**src/rtl/sumador_param.sv**
```systemverilog
// Registered WIDTH-bit add/accumulate/up-count/down-count unit with chainable carry, optional saturation and sticky overflow.
// One-cycle latency from sampled inputs to Q/RCO/OVF; no backpressure, a new operation can be issued every cycle.
module sumador_param #(
    parameter int WIDTH = 8,
    parameter bit SAT   = 1'b0
) (
    input  logic             CLK,
    input  logic             RESET_L,
    input  logic             ENB,
    input  logic             CLR,
    input  logic [1:0]       MODO,
    input  logic [WIDTH-1:0] A,
    input  logic [WIDTH-1:0] B,
    input  logic             RCI,
    output logic [WIDTH-1:0] Q,
    output logic             RCO,
    output logic             OVF
);

    typedef enum logic [1:0] {
        SUMA      = 2'b00,
        ACUM      = 2'b01,
        CUENTA_UP = 2'b10,
        CUENTA_DN = 2'b11
    } modo_e;

    localparam logic [WIDTH-1:0] ONE = {{(WIDTH-1){1'b0}}, 1'b1};

    logic [WIDTH-1:0] q_q, q_d;
    logic             rco_q, rco_d;
    logic             ovf_q, ovf_d;
    logic [WIDTH-1:0] addend;
    logic [WIDTH:0]   sum;

    // ACUM feeds the current result back in place of B.
    assign addend = (modo_e'(MODO) == ACUM) ? q_q : B;
    assign sum    = {1'b0, A} + {1'b0, addend} + {{WIDTH{1'b0}}, RCI};

    always_comb begin
        q_d   = q_q;
        rco_d = 1'b0;
        ovf_d = ovf_q;
        if (CLR) begin
            q_d   = '0;
            ovf_d = 1'b0;
        end else if (ENB) begin
            case (modo_e'(MODO))
                SUMA, ACUM: begin
                    rco_d = sum[WIDTH];
                    q_d   = (SAT && sum[WIDTH]) ? '1 : sum[WIDTH-1:0];
                end
                CUENTA_UP: begin
                    if (RCI) begin
                        rco_d = (q_q == '1);
                        q_d   = q_q + ONE;
                    end
                end
                CUENTA_DN: begin
                    if (RCI) begin
                        rco_d = (q_q == '0);
                        q_d   = q_q - ONE;
                    end
                end
                default: ;
            endcase
            ovf_d = ovf_q | rco_d;
        end
    end

    always_ff @(posedge CLK or negedge RESET_L) begin
        if (!RESET_L) begin
            q_q   <= '0;
            rco_q <= 1'b0;
            ovf_q <= 1'b0;
        end else begin
            q_q   <= q_d;
            rco_q <= rco_d;
            ovf_q <= ovf_d;
        end
    end

    assign Q   = q_q;
    assign RCO = rco_q;
    assign OVF = ovf_q;

endmodule

```
**config.mk**
```make
export PLATFORM = sky130hd
export DESIGN_NAME = sumador_param
export DESIGN_NICKNAME = d
export VERILOG_FILES = /design/src/rtl/sumador_param.sv
export SDC_FILE = /design/constraint.sdc
export NUM_CORES = 1
export LEC_CHECK = 0
export CAP_MARGIN = 20
export CORE_MARGIN = 2
export CORE_UTILIZATION = 40
export DETAILED_ROUTE_END_ITERATION = 7
export GPL_ROUTABILITY_DRIVEN = 0
export PLACE_DENSITY = 0.76
export REMOVE_ABC_BUFFERS = 1
export SETUP_SLACK_MARGIN = 0.2
export SYNTH_ARGS = -nofsm -noshare
export SYNTH_HDL_FRONTEND = slang
export SYNTH_SLANG_ARGS = --single-unit
```
**constraint.sdc**
```tcl
create_clock -name CLK -period 3 [get_ports CLK]
set_input_delay 0.9 -clock CLK [delete_from_list [all_inputs] [get_ports CLK]]
set_output_delay 0.9 -clock CLK [all_outputs]
set_load 0.01 [all_outputs]
```
==> impl_metrics.env, run 1 <==
export IMPL_diodes=0
export IMPL_dp_cells=215
export IMPL_root_buffer="clkbuf_4"
export IMPL_p_per_area_nw_per_um2=333
export IMPL_setup_slack_ns=0.213
export IMPL_drt_vias_per_instance=5.77
export IMPL_synthCells=135
export IMPL_worst_pin_slew_ns=0.576
export IMPL_core_area_um2=2760
export IMPL_syn_area_um2=1170
export IMPL_end_kind="register"
export IMPL_drv_slew=0
export IMPL_reg2reg_depth=11
export IMPL_cts_buffer_depth=2
export IMPL_final_util_pct=68.3
export IMPL_regToRegEndpoint="OVF$_DFFE_PN0P_"
export IMPL_ys_seq_elements=10
export IMPL_dr_pass1_iters=4
export IMPL_power_mw=0.628
export IMPL_p_clk_share_pct=18.6
export IMPL_max_freq_mhz=359
export IMPL_worstHoldStart="OVF$_DFFE_PN0P_"
export IMPL_cp_arrival_ns=2.93
export IMPL_clk_latency_ns=0.26
export IMPL_synth_distinct_cells=38
export IMPL_synth_compound_area_share_pct=25.3
export IMPL_cell_internal_pwr_mw=0.412
export IMPL_synth_top_family_by_area="compound AO/OA/AOI/OAI gates"
export IMPL_grt_setup_unrepaired="yes"
export IMPL_dieWidth_um=58.0
export IMPL_swShare_pct=34.4
export IMPL_cts_clk_slew_worst_paths_ns=0.06
export IMPL_p_comb_share_pct=54.0
export IMPL_die_h_um=58.0
export IMPL_cts_buffers=3
export IMPL_avgSynthCellArea_um2=8.65
export IMPL_cp_max_fo=6
export IMPL_antenna_found_initial=0
export IMPL_port_buffers=32
export IMPL_vias=1298
export IMPL_die_area_um2=3370
export IMPL_gr_total_overflow=0
export IMPL_hpwl_um=2730
export IMPL_hold_depth=1
export IMPL_setup_viol=0
export IMPL_synth_xor_area_share_pct=8.25
export IMPL_min_path_type="register to register"
export IMPL_multi_input_area_um2=1000
export IMPL_cts_sinks=10
export IMPL_htreeDepth=1
export IMPL_finClkSkew_ns=0.00454
export IMPL_start_kind="primary input"
export IMPL_synthAdderAreaFrac_pct=19.1
export IMPL_tritoncts="built"
export IMPL_min_period_over_period_pct=92.9
export IMPL_pre_cts_ws_ns=-0.562
export IMPL_drive_above_1_share_pct=31.4
export IMPL_ys_seq_area_share_pct=21.4
export IMPL_ys_warn_count=0
export IMPL_hold_viol=0
export IMPL_muxShareOfSynthArea_pct=7.61
export IMPL_ant_nets=0
export IMPL_num_rows=19
export IMPL_drt_iter0_drc=44
export IMPL_grt_pass1_wl_um=5980
export IMPL_synth_edf_count=0
export IMPL_async_flop_share_pct=100
export IMPL_nets=234
export IMPL_power_leakage_nw=0.866
export IMPL_grt_pass1_vias=1391
export IMPL_cp_data_required_time_ns=3.15
export IMPL_regToRegStartpoint="Q[0]$_DFFE_PN0P_"
export IMPL_stdcell_count=225
export IMPL_status="finished, final reports clean"
export IMPL_synthToLayoutAreaGrowth_pct=61.4
export IMPL_regArea_um2=250
export IMPL_totalWireLength_um=3550
export IMPL_ctsHoldBuffers=0
export IMPL_wire_per_inst_um=15.8
export IMPL_criticalPathCategory="primary input to register"
export IMPL_power_switching_mw=0.216
export IMPL_synthFlopType="dfrtp_1"
export IMPL_r2r_slack_ns=0.49
export IMPL_setup_worst_path_start="MODO[1]"
export IMPL_drc=0
export IMPL_grt_total_usage_pct=23.2
export IMPL_grt_start_max_net_pins=13
export IMPL_drv_cap=0
export IMPL_relSlewSlack_pct=61.6
export IMPL_start_util_pct=42.3
export IMPL_synth_simple_gate_area_share_pct=15.1
export IMPL_irDropWorstVdd_v=0.000284
export IMPL_p_seq_share_pct=27.4
export IMPL_pin_count=33
export IMPL_endpoint="Q[7]$_DFFE_PN0P_"
export IMPL_fillers=228
export IMPL_fin_crit_ns=2.79
==> cells by family after synthesis <==
| kind of cell | after synthesis |
|---|---|
| AOI/OAI and AO/OA | 46 |
| and+or+nand+nor | 34 |
| adders and majority gates | 16 |
| xor gates and xnor gates | 11 |
| buffers and inverters | 10 |
| DFF | 10 |
| muxes | 8 |
==> area by class of cell <==
| type | count | area share, % |
|---|---|---|
| multi-input combinational | 115 | 53.1 |
| timing repair buffer | 57 | 28.0 |
| sequential | 10 | 13.3 |
| tap | 31 | 2.06 |
| clock buffer | 4 | 1.93 |
| inverter | 8 | 1.59 |
==> worst max-delay path, cell delays in order <==
cell	delay (ns)
buf_6	0.09
nand2b_4	0.16
buf_6	0.12
buf_6	0.12
mux2_4	0.31
ha_4	0.23
buf_4	0.14
a21oi_2	0.14
nor3b_2	0.21
a22oi_1	0.11
xor2_1	0.16
a22oi_1	0.15
o21ai_1	0.08
==> through the flow <==
| stage | area (um^2) | hold WS, ns | setup TNS [ns] |
|---|---|---|---|
| floorplan | 1160 | 0.521 | 0 |
| global placement | 1660 | 0.469 | -2.73 |
| detailed placement | 1660 | 0.501 | -3.12 |
| CTS | 1830 | 0.515 | 0 |
| global route | 1880 | 0.544 | 0 |
| finish | 1880 | 0.500 | 0 |
==> routing by layer <==
metal	wire, um	vias up	track usage, %	part of all wire (%)
met5	0	-	0	0
met4	21	0	4.98	0.59
met3	239	2	4.91	6.7
met2	1870	50	43.7	53
met1	1420	626	26.7	40
li1	-	620	-	-
==> power groups by stage <==
stage                     clock (mW)  sequential [mW]  combinational [mW]
after floorplan                    0            0.173               0.151
after global placement             0            0.174               0.274
after detailed placement           0            0.174               0.286
after CTS                      0.119            0.172               0.321
after global routing           0.127            0.175               0.369
final                          0.117            0.172               0.339
==> cell usage after synthesis (3+ instances only) <==
master / number / area, um^2
dfrtp_1: 10 / 250
o211ai_1: 3 / 22.5
nand2_1: 9 / 33.8
a21oi_1: 10 / 50.1
xor2_1: 6 / 52.6
or3_1: 3 / 18.8
nor2_1: 6 / 22.5
xnor2_1: 5 / 43.8
a31oi_1: 3 / 18.8
o21ai_0: 12 / 60.1
nand3_1: 4 / 20.0
o21bai_1: 3 / 22.5
ha_1: 13 / 163
fa_1: 3 / 60.1
inv_1: 8 / 30.0
mux2_2: 7 / 78.8
a22oi_1: 3 / 22.5
==> flip-flops by register name, summed over array words and instances (netlist names) <==
signal  flops
RCO         1
OVF         1
Q           8
==> worst min path at each step <==
| stage | endpoint | slack [ns] |
|---|---|---|
| after floorplan | OVF$_DFFE_PN0P_ | 0.52 |
| after global placement | OVF$_DFFE_PN0P_ | 0.47 |
| after detailed placement | OVF$_DFFE_PN0P_ | 0.50 |
| after CTS | OVF$_DFFE_PN0P_ | 0.51 |
| after global routing | OVF$_DFFE_PN0P_ | 0.54 |
| final | OVF$_DFFE_PN0P_ | 0.50 |
==> placed cells by master (no fill, tap or decap), types with 2 or more instances in the layout <==
master and instances:
a211oi_2 2, buf_4 23, a22oi_1 3, dlymetal6s2s_1 4
or3_1 3, xor2_1 6, clkbuf_4 3, dfrtp_1 10
inv_2 2, a21oi_2 4, nand4_1 2, o211ai_1 3
fa_2 2, clkdlybuf4s50_1 26, mux2_4 4, a31oi_1 3
o21ai_0 12, o21bai_1 3, inv_1 6, nand2_1 9
ha_4 4, xnor2_1 5, nor2_1 5, buf_6 4
mux2_2 3, nand3_1 3, a21oi_1 6, ha_1 9
a21o_1 2, o21a_1 2
==> timing repair <==
action                     in CTS  in global routing
pin swaps                       8                 14
cloned                          0                  0
resized for setup              23                 18
setup endpoints to repair       9                  7
buffers inserted                2                  4
Note: power is estimated with default switching activity, not from simulation.
==> run 2: changes to the inputs <==
--- a/config.mk
+++ b/config.mk
@@ -6,13 +6,16 @@
 export NUM_CORES = 1
 export LEC_CHECK = 0
 export CAP_MARGIN = 20
+export CELL_PAD_IN_SITES_DETAIL_PLACEMENT = 1
+export CELL_PAD_IN_SITES_GLOBAL_PLACEMENT = 2
 export CORE_MARGIN = 2
-export CORE_UTILIZATION = 40
+export CORE_UTILIZATION = 28
 export DETAILED_ROUTE_END_ITERATION = 7
 export GPL_ROUTABILITY_DRIVEN = 0
-export PLACE_DENSITY = 0.76
+export PLACE_DENSITY = 0.87
 export REMOVE_ABC_BUFFERS = 1
 export SETUP_SLACK_MARGIN = 0.2
+export SLEW_MARGIN = 20
 export SYNTH_ARGS = -nofsm -noshare
 export SYNTH_HDL_FRONTEND = slang
 export SYNTH_SLANG_ARGS = --single-unit
==> impl_metrics.env, run 2 (same netlist as run 1, synthesis figures left out) <==
export IMPL_relSlewSlack_pct=60.0
export IMPL_dr_pass1_iters=4
export IMPL_min_period_over_period_pct=93.6
export IMPL_die_area_um2=4700
export IMPL_totalWireLength_um=4220
export IMPL_drv_slew=0
export IMPL_fin_crit_ns=2.81
export IMPL_drt_iter0_drc=51
export IMPL_cp_data_required_time_ns=3.11
export IMPL_nets=236
export IMPL_gr_total_overflow=0
export IMPL_end_kind="register"
export IMPL_setup_viol=0
export IMPL_pin_count=33
export IMPL_ctsHoldBuffers=0
export IMPL_p_per_area_nw_per_um2=344
export IMPL_min_path_type="register to register"
export IMPL_synthToLayoutAreaGrowth_pct=64.6
export IMPL_setup_tns_final_ns=0
export IMPL_cts_sinks=10
export IMPL_swShare_pct=35.5
export IMPL_p_comb_share_pct=52.5
export IMPL_mostFrequentLayoutCells="clkdlybuf4s50_1 (27), buf_4 (25), o21ai_0 (12), dfrtp_1 (10)"
export IMPL_dieWidth_um=68.6
export IMPL_p_clk_share_pct=21.3
export IMPL_hpwl_um=3280
export IMPL_num_rows=23
export IMPL_grt_start_max_net_pins=13
export IMPL_root_buffer="clkbuf_8"
export IMPL_antenna_found_initial=0
export IMPL_max_freq_mhz=356
export IMPL_criticalPathCategory="primary input to register"
export IMPL_final_common_cell="clkdlybuf4s50_1"
export IMPL_cts_buffers=3
export IMPL_worst_path_dominant_cell_family="simple AND/OR/NAND/NOR gates"
export IMPL_p_seq_share_pct=26.2
export IMPL_largest_reg_flops=8
export IMPL_cpMaxStageDelayCell="or3_1"
export IMPL_cp_max_fo=4
export IMPL_timing_critical_path_buf_inv=2
export IMPL_power_leakage_nw=0.838
export IMPL_clk_latency_ns=0.24
export IMPL_port_buffers=32
export IMPL_htreeDepth=1
export IMPL_finClkSkew_ns=0.00185
export IMPL_ant_nets=0
export IMPL_worst_pin_slew_ns=0.600
export IMPL_grt_total_usage_pct=19.1
export IMPL_irDropWorstVdd_v=0.000105
export IMPL_grt_pass1_vias=1457
export IMPL_grt_setup_unrepaired="yes"
export IMPL_tritoncts="built"
export IMPL_drc=0
export IMPL_die_h_um=68.6
export IMPL_vias=1313
export IMPL_power_mw=0.662
export IMPL_wire_per_inst_um=17.2
export IMPL_crit_path_max_incr_delay_ns=0.40
export IMPL_drv_cap=0
export IMPL_start_util_pct=29.2
export IMPL_drive_above_1_share_pct=32.3
export IMPL_hold_viol=0
export IMPL_cp_arrival_ns=2.92
export IMPL_core_area_um2=4000
export IMPL_drt_vias_per_instance=5.36
export IMPL_power_switching_mw=0.235
export IMPL_grt_pass1_wl_um=6630
export IMPL_cell_internal_pwr_mw=0.427
export IMPL_cts_clk_slew_worst_paths_ns=0.05
export IMPL_crit_chain="buf_6, nand2b_4, buf_6, mux2_4, fa_2, a21oi_2, o211ai_1, or3_1, nand3_1, o211ai_1"
export IMPL_cts_buffer_depth=2
export IMPL_diodes=0
export IMPL_start_kind="primary input"
export IMPL_status="finished, final reports clean"
-- run 2: cell types whose count changed in the layout (fill, tap and decap cells not counted), moves of 2 or more --
cell	before	now
dlymetal6s2s_1	4	0
clkbuf_4	3	0
dlygate4sd2_1	0	3
mux2_2	3	6
mux2_4	4	1
buf_4	23	25
clkbuf_8	1	3
-- run 2: final timing paths --
path                             startpoint                to  slack [ns]  cells past startpoint
setup / recovery                    MODO[1]  Q[6]$_DFFE_PN0P_        0.19                     10
min in group asynchronous           RESET_L  Q[0]$_DFFE_PN0P_        0.99                      1
setup reg to reg           Q[0]$_DFFE_PN0P_   OVF$_DFFE_PN0P_        0.41                     11
hold / removal              OVF$_DFFE_PN0P_   OVF$_DFFE_PN0P_        0.49                      1
hold reg to reg             OVF$_DFFE_PN0P_   OVF$_DFFE_PN0P_        0.49                      1
max in group asynchronous           RESET_L  Q[4]$_DFFE_PN0P_        1.68                      1
-- run 2: per-layer routing --
layer	global-route usage, %	part of all wire [%]	vias to the layer above
li1	-	-	621
met1	22.3	41	646
met2	36.8	53	37
met3	2.92	4.6	9
met4	3.25	1.8	0
met5	0	0	-
-- run 2: power groups by stage --
stage,clock network (mW),registers (mW),logic (mW)
after CTS,0.140,0.173,0.335
after floorplan,0,0.173,0.151
after detailed placement,0,0.175,0.303
after global routing,0.150,0.176,0.378
final,0.141,0.173,0.347
after global placement,0,0.175,0.287
-- run 2: worst reg2reg max path: stages (launching register included) --
cell	delay, ns
dfrtp_1	0.53
inv_1	0.16
nor2_4	0.16
a21oi_4	0.04
fa_2	0.35
inv_2	0.07
fa_2	0.20
a21oi_2	0.06
o211ai_1	0.32
o221ai_2	0.19
a211oi_2	0.33
a21o_1	0.12
-- run 2: cell type report --
cell class              count  area (um^2)
inverters                   8         30.0
flip-flops and latches     10          250
fillers                   472         2080
multi-input cells         115         1010
well taps                  50         62.6
repair buffers             59          523
clock buffers               3         41.3
-- run 2: what timing repair did --
action                                  in CTS  in global routing
gates resized for setup                     33                  6
endpoints found under the setup margin       9                  5
pin swaps                                   11                 14
buffers inserted                             0                  3
-- run 2: metrics by stage --
stage	util, %	cells	instance area (um^2)	hold WS [ns]	worst slack [ns]
global placement	43.1	239	1720	0.468	-0.532
finish	48.0	245	1920	0.492	0.192
global route	48.0	245	1920	0.527	0.0922
CTS	46.8	242	1870	0.503	0.202
detailed placement	43.1	239	1720	0.493	-0.658
floorplan	-	133	1160	0.521	0.110
==> patch 1 (settings of run 1) <==
Take the reset off `q_q` and load it in a clocked block of its own.
--- a/src/rtl/sumador_param.sv
+++ b/src/rtl/sumador_param.sv
@@ -69,14 +69,16 @@
 
     always_ff @(posedge CLK or negedge RESET_L) begin
         if (!RESET_L) begin
-            q_q   <= '0;
             rco_q <= 1'b0;
             ovf_q <= 1'b0;
         end else begin
-            q_q   <= q_d;
             rco_q <= rco_d;
             ovf_q <= ovf_d;
         end
+    end
+
+    always_ff @(posedge CLK) begin
+        q_q <= q_d;
     end
 
     assign Q   = q_q;
Check against the original RTL: not equivalent (a bounded check fails within 4 cycles, from zero or initial values and one cycle with RESET_L low).
==> patch 1 against run 1 <==
- register-to-register slack got worse by 0.13 ns
- worst setup slack got worse by 0.17 ns
- die area rose by 4.6%
- maximum frequency fell by 5.7%
- final area rose by 5.4%
- synthesized area rose by 4.9%
- sequential cell count did not move
- power rose by 6.5%
- sequential share of layout area fell by 2.7 points
- routed wire length rose by 18%
- final cell count rose by 16%
- critical path type unchanged
- largest power group unchanged
- highest routed layer unchanged
==> patch 1: results (changes against run 1) <==
** STA
- The maximum clock skew at final layout was 0.00545 ns (+0.000910 ns).
- Worst slew slack as a fraction of its limit :: 69.5% (+8.0 points)

** Route
- DRT Wirelength :: 4190 um (+18%)
- The violation count after the first detailed-routing iteration came to 111 (+150%).
- Routed wire length on met3 :: 286 um (+20%)
- The total number of vias came to 1,510 (+16%).

** Place
- DP Wirelength :: 2930 um (+7.5%)
- # placed instances :: 242 (+13%)

** Final layout
- The final standard cell count with taps included and fillers excluded is 260 (+16%).
- Final net count :: 267 (+14%)
- The number of fillers in the final layout was 240 (+5.3%).
- The fraction of final layout cells sized beyond drive strength 1 was 32.6% (+1.2 points).

** Clocking
- The clock insertion delay at the later pin of the skew report was 0.28 ns (+0.02 ns).

** Hold path
- Hold EP :: Q[0]
- Worst hold path cell count :: 2 (+1)

** Critical path
- The startpoint identified for the worst register-to-register timing path is Q[0].
- The delay of the slowest critical-path stage was 0.41 ns (+0.10 ns).
- CP endpoint :: Q[6]

** Global route
- All-Layer GR Usage :: 24.4% (+1.3 points)
- Via count of the first global-routing pass :: 1,417 (+1.9%)

** Yosys
- After synthesis, the most frequently instantiated cells are sky130_fd_sc_hd__nor2_1, sky130_fd_sc_hd__ha_1, sky130_fd_sc_hd__inv_1.
- The instance count of the mapped netlist was 157 (+16%).
- Fraction of the yosys area taken by sequential cells :: 17.2% (-4.3 points)
- Ranking of synthesized cells by area :: sky130_fd_sc_hd__ha_1, sky130_fd_sc_hd__dfxtp_1, sky130_fd_sc_hd__nor2_1, sky130_fd_sc_hd__a21oi_1, sky130_fd_sc_hd__fa_1
- The most used flip-flop cell after synthesis is sky130_fd_sc_hd__dfxtp_1.

** Status
- Outcome :: finished, final reports clean

** Pwr
- The total leakage power was 0.864 nW (-0.29%).
- The maximum ir drop on the vdd rail came to 0.223 mV (-21%).
patch 1: changes by cell type after synthesis, sizes merged, moves of 4 or more:
cell and change:
nor2 +11, nand3 +4, inv +5, dfrtp -8
nor3 +8, dfxtp +8, o22ai +4
patch 1: final cells by class:
class,instances,area (sq um),share of cell area [%]
Timing Repair Buffer,69,616,31.0
Sequential cell,10,210,10.6
Multi-Input combinational cell,131,1030,51.7
Inverter,13,56.3,2.83
Clock buffer,4,36.3,1.83
Tap cell,33,41.3,2.08
patch 1: power by group:
part	switching (mW)	internal, mW	leakage (nW)	total, mW
sequential	0.0199	0.146	0.0935	0.165
clock	0.0584	0.0738	0.0210	0.132
combinational	0.170	0.201	0.749	0.371
patch 1: what timing repair did:
item / CTS / global route
pin swaps: 10 / 13
setup endpoints to repair: 8 / 5
resized for setup: 36 / 14
setup buffers: 10 / 4
patch 1: cell families after synthesis:
logic type	count (synthesis)	share of synthesized area (%)
AO/OA/AOI/OAI	45	25.6
adder cells (fa/ha/maj)	16	18.2
AND/OR/NAND/NOR	58	23.0
buffers and inverters	16	6.64
XOR/XNOR	8	5.72
multiplexers	4	3.68
flip-flops	10	17.2
patch 1: stage by stage:
step | TNS [ns] | worst slack (ns) | hold slack, ns
2_1_floorplan | -0.183 | -0.179 | 0.528
6_report | 0 | 0.0445 | 0.561
5_1_grt | 0 | 0.00378 | 0.611
3_3_place_gp | -2.32 | -0.482 | 0.516
4_1_cts | 0 | 0.0479 | 0.539
3_5_place_dp | -2.98 | -0.599 | 0.528
patch 1: critical path, delay by kind of cell:
kind,cells,cell delay [ns]
and+or+nand+nor,3,0.56
AOI/OAI and AO/OA,3,0.57
adders and majority gates,1,0.26
buffers and inverters,5,0.54
muxes,1,0.31
==> patch 2 (config.mk and constraints of run 1) <==
Without the edit above. The parameter `WIDTH` goes from 8 to 9.
--- a/src/rtl/sumador_param.sv
+++ b/src/rtl/sumador_param.sv
@@ -1,7 +1,7 @@
 // Registered WIDTH-bit add/accumulate/up-count/down-count unit with chainable carry, optional saturation and sticky overflow.
 // One-cycle latency from sampled inputs to Q/RCO/OVF; no backpressure, a new operation can be issued every cycle.
 module sumador_param #(
-    parameter int WIDTH = 8,
+    parameter int WIDTH = 9,
     parameter bit SAT   = 1'b0
 ) (
     input  logic             CLK,
Interface: changed (resized A, B and Q); port bits go from 33 to 36. The function was not compared with the original's and may differ.
==> patch 2 against run 1 <==
- final area grew 11%
- critical endpoint is now Q[8]
- largest power group unchanged
- via count grew 13%
- count of clock-buffer cells in the layout is the same
- sequential cell count grew 1
- core utilization shrank 0.40 points
- first-iteration DRC count shrank 25%
- routed wire length grew 13%
- worst setup slack lost 0.15 ns
- synthesized area grew 13%
- sequential power grew 9.9%
- power grew 9.8%
==> patch 2: results (changes against run 1) <==
** Pwr
- Comb power frac :: 57.8% (+3.8 points)
- Total leakage power :: 0.982 nW (+13%)
- The maximum ir drop on the vdd rail came to 0.151 mV (-47%).
- The switching power summed over all nets was 0.255 mW (+18%).
- PD cells :: 330 nW/um^2 (-1.1%)

** Critical path
- The delay of the slowest critical-path stage is 0.39 ns (+0.08 ns).
- The number of cells traversed by the worst register-to-register path was 10 (-1).
- In this run the critical register-to-register path is captured at Q[8].
- Crit path DAT :: 3.08 ns (+0.15 ns)
- The maximum net fanout on the critical path came to 4 (-2).
- The slowest stage of the critical path is the sky130_fd_sc_hd__fa_2 cell.

** Route
- Routed length on met1 :: 1670 um (+18%)
- The met2 wire length was 2010 um (+7.3%).
- Via count :: 1,466 (+13%)
- Iteration-0 DRC Markers :: 33 (-25%)
- The average vias per placed instance was 5.53 (-4.1%).
- DRT Wirelength :: 4010 um (+13%)

** Place
- The number of buffer cells added on primary ports was 35 (+9.4%).
- The final HPWL from detailed placement was 3160 um (+16%).
- The worst slack at placement came to -0.830 ns (-0.268 ns).
- The standard cell area after detailed placement came to 1920 sq um (+16%).
- # placed instances :: 255 (+19%)

** Final layout
- The multi-input gate share of total cell area came to 52.6% (-0.52 points).
- Non-clk bufs :: 69 (+21%)
- Fill count :: 244 (+7.0%)
- The number of non-clock inverters in the layout came to 7 (-1).
- Clock network share of area :: 1.26% (-0.67 points)
- Count of multi-input combinational gates :: 130 (+13%)
- The final net count was 265 (+13%).
- Flip-flop count of the largest register, all copies and words added :: 9 (+1)
- Non-clock buffer contribution to total cell area :: 29.1% (+1.1 points)
- The register fraction of the total cell area was 13.2% (-0.11 points).

** Yosys
- Ranking of synthesized cells by area :: sky130_fd_sc_hd__dfrtp_1, sky130_fd_sc_hd__ha_1, sky130_fd_sc_hd__mux2_2, sky130_fd_sc_hd__xnor2_1, sky130_fd_sc_hd__nand2_1
- The count of unique library cells instantiated by Yosys was 40 (+5.3%).
- In the synthesized netlist, the cells that appear most often are sky130_fd_sc_hd__nand2_1, sky130_fd_sc_hd__ha_1, sky130_fd_sc_hd__a21oi_1.
- Fraction of the yosys area taken by sequential cells :: 21.0% (-0.48 points)

** STA
- Layout Skew :: 0.0115 ns (+0.00699 ns)
- Final hold slack :: 0.484 ns (-0.0156 ns)

** Global route
- The global routing usage on met3 came to 3.78% (-1.1 points).
- Pin count of the biggest net entering global routing :: 15 (+2)
- The global routing usage summed across all routing layers was 24.5% (+1.3 points).
- The number of antenna violations at the first check in global routing is 0 (unchanged).
- The met2 usage is 40.9% (-2.8 points).
- The met1 routing resource usage after global routing is 30.8% (+4.2 points).

** Status
- Outcome :: finished, final reports clean

** Clocking
- The TritonCTS sink count came to 11 (+1).

** Floorplanning
- The core box area came to 3080 sq um (+12%).
patch 2: cell count changes after synthesis, sizes merged, moves of 3 or more:
cell,before,now
nor3,0,3
xor2,6,3
o21ai,13,7
a21oi,10,14
xnor2,5,11
o211ai,3,0
nand2,9,17
patch 2: what timing repair did:
item                       4_1_cts  5_1_grt
setup endpoints to repair        9        6
gates cloned                     0        0
buffers inserted                 4        2
resized for setup               21       12
pin swaps                        8        8
patch 2: worst register-to-register path: stages (launching register included):
cell	delay (ns)
sky130_fd_sc_hd__dfrtp_1	0.42
sky130_fd_sc_hd__mux2i_4	0.17
sky130_fd_sc_hd__fa_2	0.24
sky130_fd_sc_hd__inv_2	0.04
sky130_fd_sc_hd__fa_2	0.36
sky130_fd_sc_hd__a21oi_4	0.15
sky130_fd_sc_hd__o21ai_2	0.08
sky130_fd_sc_hd__a221oi_2	0.24
sky130_fd_sc_hd__xnor2_1	0.11
sky130_fd_sc_hd__a22o_1	0.18
sky130_fd_sc_hd__or3_1	0.31
patch 2: how the worst max path moves through the flow:
stage	endpoint	cells past startpoint	start	slack (ns)
3_5_place_dp	Q[8]	12	MODO[1]	-0.83
4_1_cts	Q[8]	12	MODO[1]	-0.10
5_1_grt	Q[8]	11	MODO[1]	-0.02
6_report	Q[8]	11	MODO[1]	0.06
3_3_place_gp	Q[8]	12	MODO[1]	-0.65
2_1_floorplan	Q[8]	11	MODO[1]	-0.22
patch 2: kinds of logic after synthesis:
kind of cell | after synthesis | synth area share, %
multiplexers | 12 | 10.0
buffers and inverters | 9 | 2.57
AO/OA/AOI/OAI | 41 | 21.7
flip-flops | 11 | 21.0
AND/OR/NAND/NOR | 45 | 16.6
XOR/XNOR | 14 | 9.33
adder cells (fa/ha/maj) | 18 | 18.9
